--- src/rtl/lbist_session.sv ---
// LBIST session sequencer: per-fault pattern budget, ORA drain window, global timeout and abort.
// Latency: start -> INIT next cycle -> RUN the cycle after; counts update on leaving NEXT.
// Backpressure: none; start is ignored while busy, abort/timeout pre-empt the current fault.
module lbist_session #(
  parameter int ERR_BITS     = 12,
  parameter int PAT_BITS     = 16,
  parameter int MAX_PATTERNS = 1000,
  parameter int DRAIN        = 2,
  parameter int TO_BITS      = 32,
  parameter int TIMEOUT      = 50000000
) (
  input  logic                clk,
  input  logic                rst,
  input  logic                start,
  input  logic                abort,
  input  logic                tpg_end,
  input  logic                ora_res,
  input  logic                fil_end,
  output logic                sys_reset,
  output logic                tpg_reset,
  output logic                fil_inc,
  output logic                busy,
  output logic                done,
  output logic                timed_out,
  output logic                aborted,
  output logic [ERR_BITS-1:0] err_count,
  output logic [ERR_BITS-1:0] fault_count,
  output logic                all_detected
);

  typedef enum logic [2:0] {IDLE, INIT, RUN, DRAIN_S, NEXT, DONE} state_t;

  localparam logic [PAT_BITS-1:0] PAT_LAST   = PAT_BITS'(MAX_PATTERNS - 1);
  localparam logic [3:0]          DRAIN_LAST = 4'((DRAIN == 0) ? 0 : DRAIN - 1);
  localparam logic [ERR_BITS-1:0] CNT_MAX    = '1;
  localparam logic [TO_BITS-1:0]  TO_LAST    = TO_BITS'(TIMEOUT - 1);
  localparam bit                  TO_EN      = (TIMEOUT != 0);

  state_t              state, state_nx;
  logic [PAT_BITS-1:0] pat_cnt;
  logic [3:0]          drn_cnt;
  logic [TO_BITS-1:0]  cyc_cnt;
  logic                det;
  logic                busy_st;
  logic                to_hit;
  logic                kill;
  logic                accept;

  assign busy_st = (state == INIT) || (state == RUN) || (state == DRAIN_S) || (state == NEXT);
  // cyc_cnt holds the number of cycles since the start cycle, so the session ends
  // exactly TIMEOUT cycles after start was sampled.
  assign to_hit  = TO_EN && busy_st && (cyc_cnt == TO_LAST);
  assign kill    = busy_st && (abort || to_hit);
  assign accept  = ((state == IDLE) || (state == DONE)) && start;

  // Next-state decode; abort/timeout override any in-flight transition.
  always_comb begin
    state_nx = state;
    case (state)
      IDLE, DONE: if (start) state_nx = INIT;
      INIT:       state_nx = RUN;
      RUN: begin
        if (ora_res)                                state_nx = NEXT;
        else if (tpg_end || (pat_cnt == PAT_LAST)) state_nx = (DRAIN == 0) ? NEXT : DRAIN_S;
      end
      DRAIN_S:    if (drn_cnt == DRAIN_LAST) state_nx = NEXT;
      NEXT:       state_nx = fil_end ? DONE : RUN;
      default:    state_nx = IDLE;
    endcase
    if (kill) state_nx = DONE;
  end

  // State register; fil_inc is registered so it lands on the first cycle of the next fault.
  always_ff @(posedge clk) begin
    if (rst) begin
      state   <= IDLE;
      fil_inc <= 1'b0;
    end else begin
      state   <= state_nx;
      fil_inc <= (state == NEXT) && (state_nx == RUN);
    end
  end

  // Per-fault pattern/drain counters, detection flag and session cycle counter.
  always_ff @(posedge clk) begin
    if (rst) begin
      pat_cnt <= '0;
      drn_cnt <= '0;
      det     <= 1'b0;
      cyc_cnt <= '0;
    end else if (accept) begin
      pat_cnt <= '0;
      drn_cnt <= '0;
      det     <= 1'b0;
      cyc_cnt <= TO_BITS'(1);
    end else begin
      if (busy_st) cyc_cnt <= cyc_cnt + 1'b1;
      case (state)
        RUN: begin
          pat_cnt <= pat_cnt + 1'b1;
          if (ora_res) det <= 1'b1;
        end
        DRAIN_S: begin
          drn_cnt <= drn_cnt + 1'b1;
          if (ora_res) det <= 1'b1;
        end
        NEXT: begin
          pat_cnt <= '0;
          drn_cnt <= '0;
          det     <= 1'b0;
        end
        default: ;
      endcase
    end
  end

  // Saturating coverage counts and end-of-session cause flags; a killed fault is not counted.
  always_ff @(posedge clk) begin
    if (rst || accept) begin
      err_count   <= '0;
      fault_count <= '0;
      timed_out   <= 1'b0;
      aborted     <= 1'b0;
    end else if (kill) begin
      aborted   <= abort;
      timed_out <= !abort;
    end else if (state == NEXT) begin
      if (fault_count != CNT_MAX)       fault_count <= fault_count + 1'b1;
      if (det && (err_count != CNT_MAX)) err_count  <= err_count + 1'b1;
    end
  end

  assign busy         = busy_st;
  assign done         = (state == DONE);
  assign sys_reset    = (state == INIT);
  assign tpg_reset    = (state != RUN);
  assign all_detected = done && (err_count == fault_count);

endmodule
--- config.mk ---
export PLATFORM = sky130hd
export DESIGN_NAME = lbist_session
export DESIGN_NICKNAME = d
export VERILOG_FILES = /design/src/rtl/lbist_session.sv
export SDC_FILE = /design/constraint.sdc
export NUM_CORES = 1
export LEC_CHECK = 0
export ABC_AREA = 1
export BUFFER_PORTS_ARGS = -buffer_cell sky130_fd_sc_hd__buf_2
export CAP_MARGIN = 20
export CELL_PAD_IN_SITES_DETAIL_PLACEMENT = 0
export CELL_PAD_IN_SITES_GLOBAL_PLACEMENT = 1
export CORE_ASPECT_RATIO = 0.9
export CORE_UTILIZATION = 48
export CTS_BUF_LIST = sky130_fd_sc_hd__clkbuf_2
export DETAILED_ROUTE_END_ITERATION = 16
export GPL_TIMING_DRIVEN = 0
export PLACE_DENSITY = 0.94
export SYNTH_ARGS = -nofsm -noshare
export SYNTH_HDL_FRONTEND = slang
export SYNTH_SLANG_ARGS = --single-unit
--- constraint.sdc ---
create_clock -name clk -period 3.5 [get_ports clk]
set_input_delay 0.175 -clock clk [delete_from_list [all_inputs] [get_ports clk]]
set_output_delay 0.175 -clock clk [all_outputs]
set_load 0.1 [all_outputs]
==> metrics.md, run 1 <==
| Metric | Value |
|---|---|
| Initial antenna violation count | `0` |
| Layout Utilization | `0.548` |
| Vias in the first global route | `4895` |
| Post-synth design cell area | `roughly 5400 um2` |
| Leakage power | `approximately 2.2 nW` |
| Max FO, Critical Path | `4` |
| Pwr Total | `2.69 mW` |
| Final Hold Vio Count | `0` |
| Cell accounting for the most synthesized area | `dfxtp_1` |
| FF+latch count, synth | `83` |
| GP Congestion | `between 0.9 and 1` |
| Sequential-to-total area share from yosys stat | `0.310` |
| Hold WC Path Type | `in -> reg` |
| Detailed-placement wirelength estimate | `between 10000 and 15000 um` |
| # DRC | `0` |
| Ports | `39` |
| First-pass GRT wire length | `22800 um` |
| Final Non-Filler Cells | `approximately 1000` |
| Syn_area_per_cell | `6.53 um2` |
| Status | `finished, final reports clean` |
| Root buffer cell | `clkbuf_2` |
| Fill count | `approximately 1100` |
| Area Overhead vs Synth | `11.1%` |
| Ys Warns | `0` |
| Synth area leaders | `dfxtp_1, nand2_1, nor2_1` |
| Largest net degree at the start of global routing | `16` |
| Clock sinks | `83` |
| Peak supply drop | `0.000470 V` |
| Period utilization | `0.777` |
| CTS resizes | `0` |
| WL/cell | `about 13 um` |
| Nets@finish | `approximately 890` |
| Worst Max-Slew Pin Slew | `between 0.5 and 0.6 ns` |
| Setup CP Type | `reg -> out` |
| Syn Nets | `833` |
| Setup TNS | `0 ns` |
| Initial core utilization | `0.493` |
| Top cell type's share of synthesized area | `0.310` |
| Number of antenna diodes | `0` |
| Netlist cell types | `between 40 and 50` |
| Fmax | `368 MHz` |
| Area after DPL | `roughly 5700 um2` |
| CTS Buf Count | `9` |
| Post-synth EDFFs | `0` |
| Drt pass-1 iters | `5` |
| Vias | `5410` |
| Count leader, synth | `nand2_1` |
| CP required | `3.32 ns` |
| # placed instances | `roughly 1000` |
| Layout cells sized above 1 | `0.154` |
| CP Data Arrival Time | `2.54 ns` |
| Number of max-cap violations | `0` |
| Critical Path Start Type | `register` |
| Drt initial violations | `341` |
| ANT nets after route | `0` |
| Final Max Slew Viols | `0` |
| Congestion Overflow GR | `0` |
| DIE HEIGHT | `slightly above 100 um` |
| Multi-input logic area | `about 3200 um2` |
| Ys async rst share | `0` |
| Post-Syn Instances | `820` |
| Skew final | `approximately 0.057 ns` |
| IO buf count | `38` |
| Maximum root-to-sink buffer count | `2` |
| CORE AREA | `~11000 um2` |
| Reg area | `approximately 1700 um2` |
| H-tree depth | `3` |
| CTS tree | `built` |
| Worst-path clk slew | `about 0.29 ns` |
| Slew headroom | `0.648` |
| Synth Flop Type | `dfxtp_1` |
| Drt total wl | `13900 um` |
| PD cells | `453 nW/um2` |
| Site Rows | `36` |
| Total GRT Usage | `0.251` |
| Final setup vio count | `0` |
| Final Critical Period | `around 2.7 ns` |
| CP endpoint kind | `primary output` |
| Die ar. | `roughly 12000 um2` |
| Fin area | `approximately 5900 um2` |
| Clk Latency, worst-skew pair | `around 0.63 ns` |
| Via density | `5.23` |
| Post-synth top cells | `nand2_1, nor2_1, inv_1` |
| RSZ-0062 raised after global routing | `false` |
| Die width | `around 110 um` |
-- registers in the layout (all words and copies together), names as in the netlist, 3 cells and up --
| signal | flops |
|---|---|
| err_count | 12 |
| cyc_cnt | 32 |
| state | 3 |
| pat_cnt | 16 |
| fault_count | 12 |
| drn_cnt | 4 |
-- final timing paths --
path                                 start           end  slack [ns]  cells past startpoint
worst min register to register         det           det        0.49                      2
worst max register to register  cyc_cnt[1]      state[0]        1.07                     10
worst max-delay path              state[0]  all_detected        0.78                      9
worst min-delay path                 abort       aborted        0.36                      4
-- power breakdown --
part	total [mW]	internal, mW	switching, mW
Sequential	1.03	0.988	0.0441
Clock	0.545	0.169	0.376
Combinational	1.12	0.270	0.847
-- cell usage in the layout (no fill, tap or decap), types with 6 or more instances in the layout --
cell type / instances
a21oi_1: 36
xor2_1: 19
xnor2_1: 9
dfxtp_1: 83
nand2_1: 241
buf_2: 46
nand3_1: 43
nor3_1: 21
clkbuf_1: 7
nand4_1: 39
clkbuf_2: 10
inv_1: 87
dlygate4sd3_1: 9
o21ai_0: 12
nor2_1: 115
ha_1: 6
a21oi_2: 32
-- stage by stage --
| stage | worst slack [ns] | hold slack (ns) |
|---|---|---|
| after floorplan | 0.297 | 0.244 |
| after global placement | 1.53 | 0.462 |
| after detailed placement | 1.48 | 0.466 |
| after CTS | 0.768 | 0.337 |
| after global routing | 0.604 | 0.303 |
| final | 0.780 | 0.361 |
-- layout make-up --
| cell class | count | area share |
|---|---|---|
| inverter | 93 | 0.0598 |
| clock inverter | 7 | 0.0128 |
| clock buffer | 9 | 0.00757 |
| multi-input combinational | 619 | 0.533 |
| sequential | 83 | 0.279 |
| timing repair buffer | 47 | 0.0471 |
| tap | 152 | 0.0320 |
| buffer | 25 | 0.0284 |
-- worst max-delay path, cell delays in order, from the launching register on --
cell and delay [ns]:
dfxtp_1 0.50, inv_1 0.15, nor2_2 0.15, nand2_1 0.06, inv_1 0.15, nand3_1 0.09
nor3_1 0.15, nand4_1 0.11, nor2_1 0.14, buf_2 0.44
-- timing repair --
action / 4_1_cts / 5_1_grt
endpoints found under the hold margin: 17 / 0
hold buffers: 9 / 0
setup buffers: 0 / 0
-- cells by family after synthesis --
logic type	synth area share
AOI/OAI and AO/OA	0.118
xor gates and xnor gates	0.0458
adders and majority gates	0.0140
buffers and inverters	0.0979
DFF	0.310
and+or+nand+nor	0.414
-- metal layers --
| layer | wire length [um] | vias up | track usage |
|---|---|---|---|
| met5 | 0 | - | 0 |
| met1 | 6300 | 2481 | 0.306 |
| met4 | 207 | 0 | 0.0800 |
| met3 | 767 | 17 | 0.0575 |
| li1 | - | 2773 | - |
| met2 | 6610 | 139 | 0.442 |
Power figures use the tool's default switching activity.
==> run 2: changes to the inputs <==
==> config.mk (replaced) <==
export PLATFORM = sky130hd
export DESIGN_NAME = lbist_session
export DESIGN_NICKNAME = d
export VERILOG_FILES = /design/src/rtl/lbist_session.sv
export SDC_FILE = /design/constraint.sdc
export NUM_CORES = 1
export LEC_CHECK = 0
export ABC_AREA = 0
export BUFFER_PORTS_ARGS = -buffer_cell sky130_fd_sc_hd__buf_2
export CAP_MARGIN = 20
export CELL_PAD_IN_SITES_DETAIL_PLACEMENT = 0
export CELL_PAD_IN_SITES_GLOBAL_PLACEMENT = 1
export CORE_ASPECT_RATIO = 0.9
export CORE_UTILIZATION = 46
export CTS_BUF_LIST = sky130_fd_sc_hd__clkbuf_2
export DETAILED_ROUTE_END_ITERATION = 16
export GPL_TIMING_DRIVEN = 0
export PLACE_DENSITY = 0.88
export SYNTH_ARGS = -nofsm -noshare
export SYNTH_HDL_FRONTEND = slang
export SYNTH_SLANG_ARGS = --single-unit
==> constraint.sdc (replaced) <==
create_clock -name clk -period 2.75 [get_ports clk]
set_input_delay 0.1375 -clock clk [delete_from_list [all_inputs] [get_ports clk]]
set_output_delay 0.1375 -clock clk [all_outputs]
set_load 0.1 [all_outputs]
==> run 2 against run 1 <==
Net effect:
- area after synthesis decreased by 19%
- critical path type is now reg -> reg
- clock skew shrank 0.028 ns
- routed wire length fell by 22%
- critical endpoint is now state[0]
- sequential share of layout area rose by 5.9 points
==> metrics.md, run 2 <==
| Metric | Value |
|---|---|
| R2R Path End | `state[0]` |
| Detailed-placement wirelength estimate | `8030 um (-24%)` |
| Ys async rst share | `0 (unchanged)` |
| Total GRT Usage | `0.233 (-0.0179)` |
| Drt pass-1 iters | `5 (unchanged)` |
| Root buffer cell | `clkbuf_2` |
| Final Hold Vio Count | `0 (unchanged)` |
| Peak supply drop | `0.000235 V (-50%)` |
| Die width | `105 um (-7.7%)` |
| Maximum root-to-sink buffer count | `2 (unchanged)` |
| Clock sinks | `83 (unchanged)` |
| Largest regs | `cyc_cnt x32, pat_cnt x16` |
| Count leader, synth | `dfxtp_1` |
| Final Max Slew Viols | `0 (unchanged)` |
| First-pass GRT wire length | `18500 um (-19%)` |
| Internal | `1.62 mW (+14%)` |
| Worst Max-Slew Pin Slew | `1.17 ns (+0.639 ns)` |
| Final setup vio count | `0 (unchanged)` |
| Comb power frac | `0.181 (-0.234)` |
| Vias in the first global route | `3906 (-20%)` |
| # DRC | `0 (unchanged)` |
| Congestion Overflow GR | `0 (unchanged)` |
| Syn Nets | `545 (-35%)` |
| GP Congestion | `0.841 (-8.3%)` |
| PD cells | `489 nW/um2 (+7.9%)` |
| Ys Warns | `0 (unchanged)` |
| Largest net degree at the start of global routing | `15 (-1)` |
| IO buf count | `38 (unchanged)` |
| Hold path startpoint | `tpg_end` |
| Setup TNS | `0 ns (unchanged)` |
| Max FO, Critical Path | `10 (+6)` |
| Syn_area_per_cell | `8.18 um2 (+25%)` |
| R2R setup slack | `0.20 ns (-0.87 ns)` |
| Cell accounting for the most synthesized area | `dfxtp_1` |
| ANT nets after route | `0 (unchanged)` |
| Via density | `5.83 (+11%)` |
| Post-synth top cells | `dfxtp_1, nor2_1, nand2_1` |
| Critical path, cell by cell | `or4_1 -> or4b_4 -> nor4_4 -> buf_6 -> o21ai_1 -> a21oi_1` |
| Max stage delay cell, worst path | `or4_1` |
| CP required | `3.25 ns (-0.07 ns)` |
| Fmax | `a little under 400 MHz` |
| CTS tree | `built` |
| Top cell family by delay on the critical path | `simple AND/OR/NAND/NOR gates` |
| Vias | `4161 (-23%)` |
| Netlist cell types | `59 (+34%)` |
| CP endpoint kind | `register` |
| Drt initial violations | `218 (-36%)` |
| Hold Crit Depth | `6 (+2)` |
| RSZ-0062 raised after global routing | `false` |
| Sequential-to-total area share from yosys stat | `0.382 (+0.0713)` |
| Die ar. | `9860 um2 (-15%)` |
| Area Overhead vs Synth | `12.9%` |
| Buf+Inv Stages, Crit Path | `1 (-2)` |
| Nets@finish | `600 (-33%)` |
| RR Startpoint | `cyc_cnt[8]` |
| Clk Latency, worst-skew pair | `0.54 ns (-0.09 ns)` |
| Final Critical Period | `between 2 and 3 ns` |
| Switch Pwr | `778 uW (-39%)` |
| Ports | `39 (unchanged)` |
| Site Rows | `33 (-8.3%)` |
| Initial antenna violation count | `0 (unchanged)` |
| Synth area leaders | `dfxtp_1, xor2_1, nor2_1` |
| Synth Flop Type | `dfxtp_1` |
| Worst slack at placement | `0.166 ns (-1.31 ns)` |
| Status | `finished, final reports clean` |
| FF+latch count, synth | `83 (unchanged)` |
| DIE HEIGHT | `94.3 um (-7.7%)` |
| Switch share | `0.324 (-0.146)` |
| Max reg flops | `32 (unchanged)` |
| CORE AREA | `9170 um2 (-16%)` |
| Final worst slack | `0.198 ns (-0.583 ns)` |
| Layout cells sized above 1 | `0.140 (-0.0138)` |
| Worst-path clk slew | `0.24 ns (-0.05 ns)` |
| Clock power share | `0.302 (+0.100)` |
| Number of antenna diodes | `0 (unchanged)` |
| Leakage power | `1.68 nW (-22%)` |
| Post-synth EDFFs | `0 (unchanged)` |
| Flop pwr share | `0.517 (+0.134)` |
| WL/cell | `15.1 um (+13%)` |
| CTS Buf Count | `9 (unchanged)` |
| Worst r2r path cells | `6 (-4)` |
| Skew final | `0.0290 ns (-0.0279 ns)` |
| Post-synth design cell area | `4350 um2 (-19%)` |
| Post-Syn Instances | `532 (-35%)` |
| Critical Path Start Type | `register` |
| Initial core utilization | `0.475 (-0.0183)` |
| Hold path endpoint | `state[0]` |
| Max stage delay on crit path | `0.57 ns (+0.07 ns)` |
| H-tree depth | `3 (unchanged)` |
| Most frequent cells in the layout | `dfxtp_1, nor2_1, nand2_1` |
| CP Data Arrival Time | `3.05 ns (+0.51 ns)` |
| Largest register by flop count | `cyc_cnt` |
| Number of max-cap violations | `0 (unchanged)` |
| Slew headroom | `0.214 (-0.433)` |
| Commonest non-fill, non-tap cell in the layout | `dfxtp_1` |
| Period utilization | `0.928` |
| Hold WC Path Type | `in -> reg` |
| Setup CP Type | `reg -> reg` |
| Drt total wl | `10800 um (-22%)` |
| Top cell type's share of synthesized area | `0.382 (+0.0713)` |
==> run 2: cell count changes after synthesis, moves of 12 or more <==
cell / previous run / this run
nand2_1: 241 / 43
inv_1: 87 / 11
nor2_1: 115 / 56
a21oi_2: 32 / 3
nand3_1: 43 / 27
or4_1: 0 / 16
o31ai_1: 0 / 15
and3_1: 1 / 15
nand4_1: 39 / 27
xnor2_1: 9 / 21
==> run 2: cell families after synthesis <==
logic type      synth area share
compound gates             0.145
xor+xnor                  0.0986
fa+ha+maj                 0.0172
mux                      0.00460
simple gates               0.320
buf+inv                   0.0325
flops                      0.382
==> run 2: layer usage <==
| metal | up-vias | track usage | wire (um) |
|---|---|---|---|
| met1 | 2000 | 0.307 | 5180 |
| li1 | 2063 | - | - |
| met4 | 0 | 0.0690 | 113 |
| met5 | - | 0 | 0 |
| met2 | 87 | 0.392 | 5080 |
| met3 | 11 | 0.0395 | 437 |
==> run 2: worst max-delay path by stage <==
stage,start,to,slack (ns),depth (start not counted)
floorplan,state[2],all_detected,0.04,5
global placement,cyc_cnt[20],fault_count[0],0.20,6
detailed placement,cyc_cnt[20],err_count[4],0.17,6
CTS,state[0],sys_reset,0.05,5
global route,cyc_cnt[20],err_count[4],0.04,6
finish,cyc_cnt[8],state[0],0.20,6
==> run 2: metrics by stage <==
step | area [um2] | std cells | utilization | power [mW] | hold slack (ns)
after floorplan | 4370 | 532 | - | 1.59 | 0.207
after global placement | 4720 | 692 | 0.515 | 1.69 | 0.375
after detailed placement | 4720 | 693 | 0.515 | 1.69 | 0.378
after CTS | 4910 | 714 | 0.536 | 2.42 | 0.151
after global routing | 4920 | 714 | 0.536 | 2.52 | 0.176
final | 4920 | 714 | 0.536 | 2.40 | 0.182
==> run 2: what timing repair did <==
action / in CTS / in global routing
setup endpoints to repair: 1 / 12
resized for setup: 2 / 6
pin swaps: 0 / 0
gates cloned: 0 / 0
setup buffers: 0 / 0
hold buffers: 5 / 0
hold endpoints to repair: 8 / 0
==> run 2: cell type report <==
cell class / instances / area, um2
tap: 122 / 153
inverter: 11 / 41.3
timing repair buffer: 44 / 248
fill: 912 / 4250
multi-input combinational: 414 / 2570
sequential: 83 / 1660
buffer: 24 / 105
clock buffer: 9 / 45.0
clock inverter: 7 / 92.6
==> run 2: power by group through the flow <==
stage          clock, mW  combinational [mW]  sequential (mW)
2_1_floorplan          0               0.305             1.28
3_3_place_gp           0               0.423             1.26
3_5_place_dp           0               0.427             1.27
4_1_cts            0.748               0.434             1.24
5_1_grt            0.800               0.471             1.25
6_report           0.725               0.435             1.24
==> run 2: tightest hold or removal path, delay by kind of cell <==
kind            cells  cell delay [ns]
compound gates      3             0.25
simple gates        2             0.22
buf+inv             1             0.10
==> run 3: changes to the inputs <==
--- a/config.mk
+++ b/config.mk
@@ -14,7 +14,6 @@
 export CORE_UTILIZATION = 46
 export CTS_BUF_LIST = sky130_fd_sc_hd__clkbuf_2
 export DETAILED_ROUTE_END_ITERATION = 16
-export GPL_TIMING_DRIVEN = 0
 export PLACE_DENSITY = 0.88
 export SYNTH_ARGS = -nofsm -noshare
 export SYNTH_HDL_FRONTEND = slang
==> run 3 against run 2 <==
Net effect:
- sequential power hardly changed
- non-clock buffer count is 2 lower
- total power is 4.0% higher
- clock power rose by 13%
- register-to-register slack got worse by 0.08 ns
- highest routed layer unchanged
- first-iteration DRC count decreased by 0.46%
- setup slack worse by 0.078 ns
- critical path depth increased by 1
- via count fell by 1.2%
- cell area grew 1.7%
- global-route usage is 0.79 points lower
- maximum frequency fell by 3.0%
==> metrics.md, run 3 (synthesis gave the netlist of run 2 again) <==
| Metric | Value |
|---|---|
| Period utilization | `0.956 (+0.0284)` |
| Fill count | `855 (-6.3%)` |
| Critical path, cell by cell | `or4_1 -> or4b_4 -> nor4_4 -> buf_6 -> nand2_1 -> a21oi_1 -> dlygate4sd3_1` |
| WL/cell | `15.1 um (about the same)` |
| Setup TNS | `0 ns (unchanged)` |
| Initial core utilization | `0.475 (unchanged)` |
| Clock sinks | `83 (unchanged)` |
| Die ar. | `9860 um2 (unchanged)` |
| CP required | `3.28 ns (+0.03 ns)` |
| Layout cells sized above 1 | `0.166 (+0.0262)` |
| Multi-input logic area | `2570 um2 (unchanged)` |
| CORE AREA | `9170 um2 (unchanged)` |
| Most frequent cells in the layout | `dfxtp_1, nor2_1, nand2_1` |
| Hold WC Path Type | `in -> reg` |
| Via density | `5.78 (-0.83%)` |
| Site Rows | `33 (unchanged)` |
| Final setup vio count | `0 (unchanged)` |
| Peak supply drop | `0.000278 V (+19%)` |
| Drt pass-1 iters | `4 (-1)` |
| WHS | `0.246 ns (+0.0632 ns)` |
| Slew headroom | `0.429 (+0.214)` |
| Final Max Slew Viols | `0 (unchanged)` |
| Largest net degree at the start of global routing | `29 (+14)` |
| ANT nets after route | `0 (unchanged)` |
| Max stage delay cell, worst path | `or4_1` |
| Final Critical Period | `2.63 ns (+0.0782 ns)` |
| Skew final | `0.0435 ns (+0.0145 ns)` |
| Number of max-cap violations | `0 (unchanged)` |
| Commonest non-fill, non-tap cell in the layout | `dfxtp_1` |
| Congestion Overflow GR | `0 (unchanged)` |
| Setup CP Type | `reg -> reg` |
| Clk Latency, worst-skew pair | `0.56 ns (+0.02 ns)` |
| IO buf count | `38 (unchanged)` |
| GP Congestion | `0.825 (-1.8%)` |
| Worst-path clk slew | `0.25 ns (about the same)` |
| Switch Pwr | `773 uW (-0.68%)` |
| Root buffer cell | `clkbuf_2` |
| Maximum root-to-sink buffer count | `2 (unchanged)` |
| # DRC | `0 (unchanged)` |
| Max reg flops | `32 (unchanged)` |
| Final Non-Filler Cells | `711 (-0.42%)` |
| Drt total wl | `10800 um (-0.46%)` |
| Detailed-placement wirelength estimate | `7640 um (-4.9%)` |
| Die width | `105 um (unchanged)` |
| PD cells | `500 nW/um2 (+2.3%)` |
| Largest register by flop count | `cyc_cnt` |
| Pwr Total | `2.50 mW (+4.0%)` |
| Internal | `1.73 mW (+6.2%)` |
| Largest regs | `cyc_cnt x32, pat_cnt x16` |
| First-pass GRT wire length | `17900 um (-2.8%)` |
| Flop pwr share | `0.497 (-0.020)` |
| Status | `finished, final reports clean` |
| Max stage delay on crit path | `0.56 ns (about the same)` |
| CP endpoint kind | `register` |
| Critical Path Start Type | `register` |
| Total GRT Usage | `0.225 (-0.00793)` |
| Initial antenna violation count | `0 (unchanged)` |
| Switch share | `0.309 (-0.0145)` |
| Nets@finish | `598 (-0.33%)` |
| Vias in the first global route | `3811 (-2.4%)` |
| DIE HEIGHT | `94.3 um (unchanged)` |
| Top cell family by delay on the critical path | `simple AND/OR/NAND/NOR gates` |
| Drt initial violations | `217 (-0.46%)` |
| Fmax | `380 MHz (-3.0%)` |
| Reg area | `1660 um2 (unchanged)` |
| Area Overhead vs Synth | `14.8%` |
| Buf+Inv Stages, Crit Path | `2 (+1)` |
| Clock power share | `0.327 (+0.025)` |
| CTS tree | `built` |
| Number of antenna diodes | `0 (unchanged)` |
| Comb power frac | `0.176 (-0.005)` |
| Final Hold Vio Count | `0 (unchanged)` |
| CP Data Arrival Time | `3.16 ns (+0.11 ns)` |
| Ports | `39 (unchanged)` |
| Worst Max-Slew Pin Slew | `0.849 ns (-0.319 ns)` |
| H-tree depth | `3 (unchanged)` |
| Vias | `4109 (-1.2%)` |
| RSZ-0062 raised after global routing | `false` |
| # placed instances | `686 (-1.0%)` |
| CTS Buf Count | `9 (unchanged)` |
| Max FO, Critical Path | `6 (-4)` |
| Leakage power | `1.75 nW (+4.4%)` |
## run 3: worst min-delay path: cells and delay by family
kind / cells / cell delay, ns
AOI/OAI and AO/OA: 3 / 0.27
and+or+nand+nor: 2 / 0.28
buffers and inverters: 1 / 0.10
## run 3: path summary, 6_finish.rpt
check	from	endpoint	cells after the start	slack, ns
max	cyc_cnt[8]	state[2]	7	0.12
min	tpg_end	state[0]	6	0.25
max reg2reg	cyc_cnt[8]	state[2]	7	0.12
min reg2reg	pat_cnt[7]	pat_cnt[7]	2	0.52
## run 3: what timing repair did
action                                  in CTS  in global routing
hold buffers                                 6                  0
endpoints found under the setup margin       0                  1
resized for setup                            0                  1
endpoints found under the hold margin        7                  0
buffers inserted                             0                  4
## run 3: power by group through the flow
| stage | combinational (mW) | clock, mW | sequential [mW] |
|---|---|---|---|
| final | 0.439 | 0.817 | 1.24 |
| after global routing | 0.473 | 0.883 | 1.25 |
| after CTS | 0.436 | 0.842 | 1.24 |
| after detailed placement | 0.425 | 0 | 1.27 |
| after global placement | 0.420 | 0 | 1.26 |
| after floorplan | 0.305 | 0 | 1.28 |
## run 3: final cells by class
cell class,instances,share of cell area
sequential,83,0.332
clock inverter,5,0.0205
clock buffer,10,0.0100
inverter,11,0.00826
tap,122,0.0305
timing repair buffer,66,0.0839
multi-input combinational,414,0.514
## run 3: layer usage
| metal | global-route usage | vias to the layer above | wire length (um) |
|---|---|---|---|
| met5 | 0 | - | 0 |
| met4 | 0.0750 | 0 | 102 |
| met3 | 0.0430 | 7 | 396 |
| met2 | 0.368 | 73 | 5040 |
| met1 | 0.300 | 1986 | 5220 |
| li1 | - | 2043 | - |
## run 3: through the flow
stage,utilization,cell area [um2],setup WS (ns)
global placement,0.518,4750,0.459
finish,0.545,5000,0.120
global route,0.545,5000,0.0122
detailed placement,0.518,4750,0.441
floorplan,-,4370,0.0387
CTS,0.542,4960,0.0187
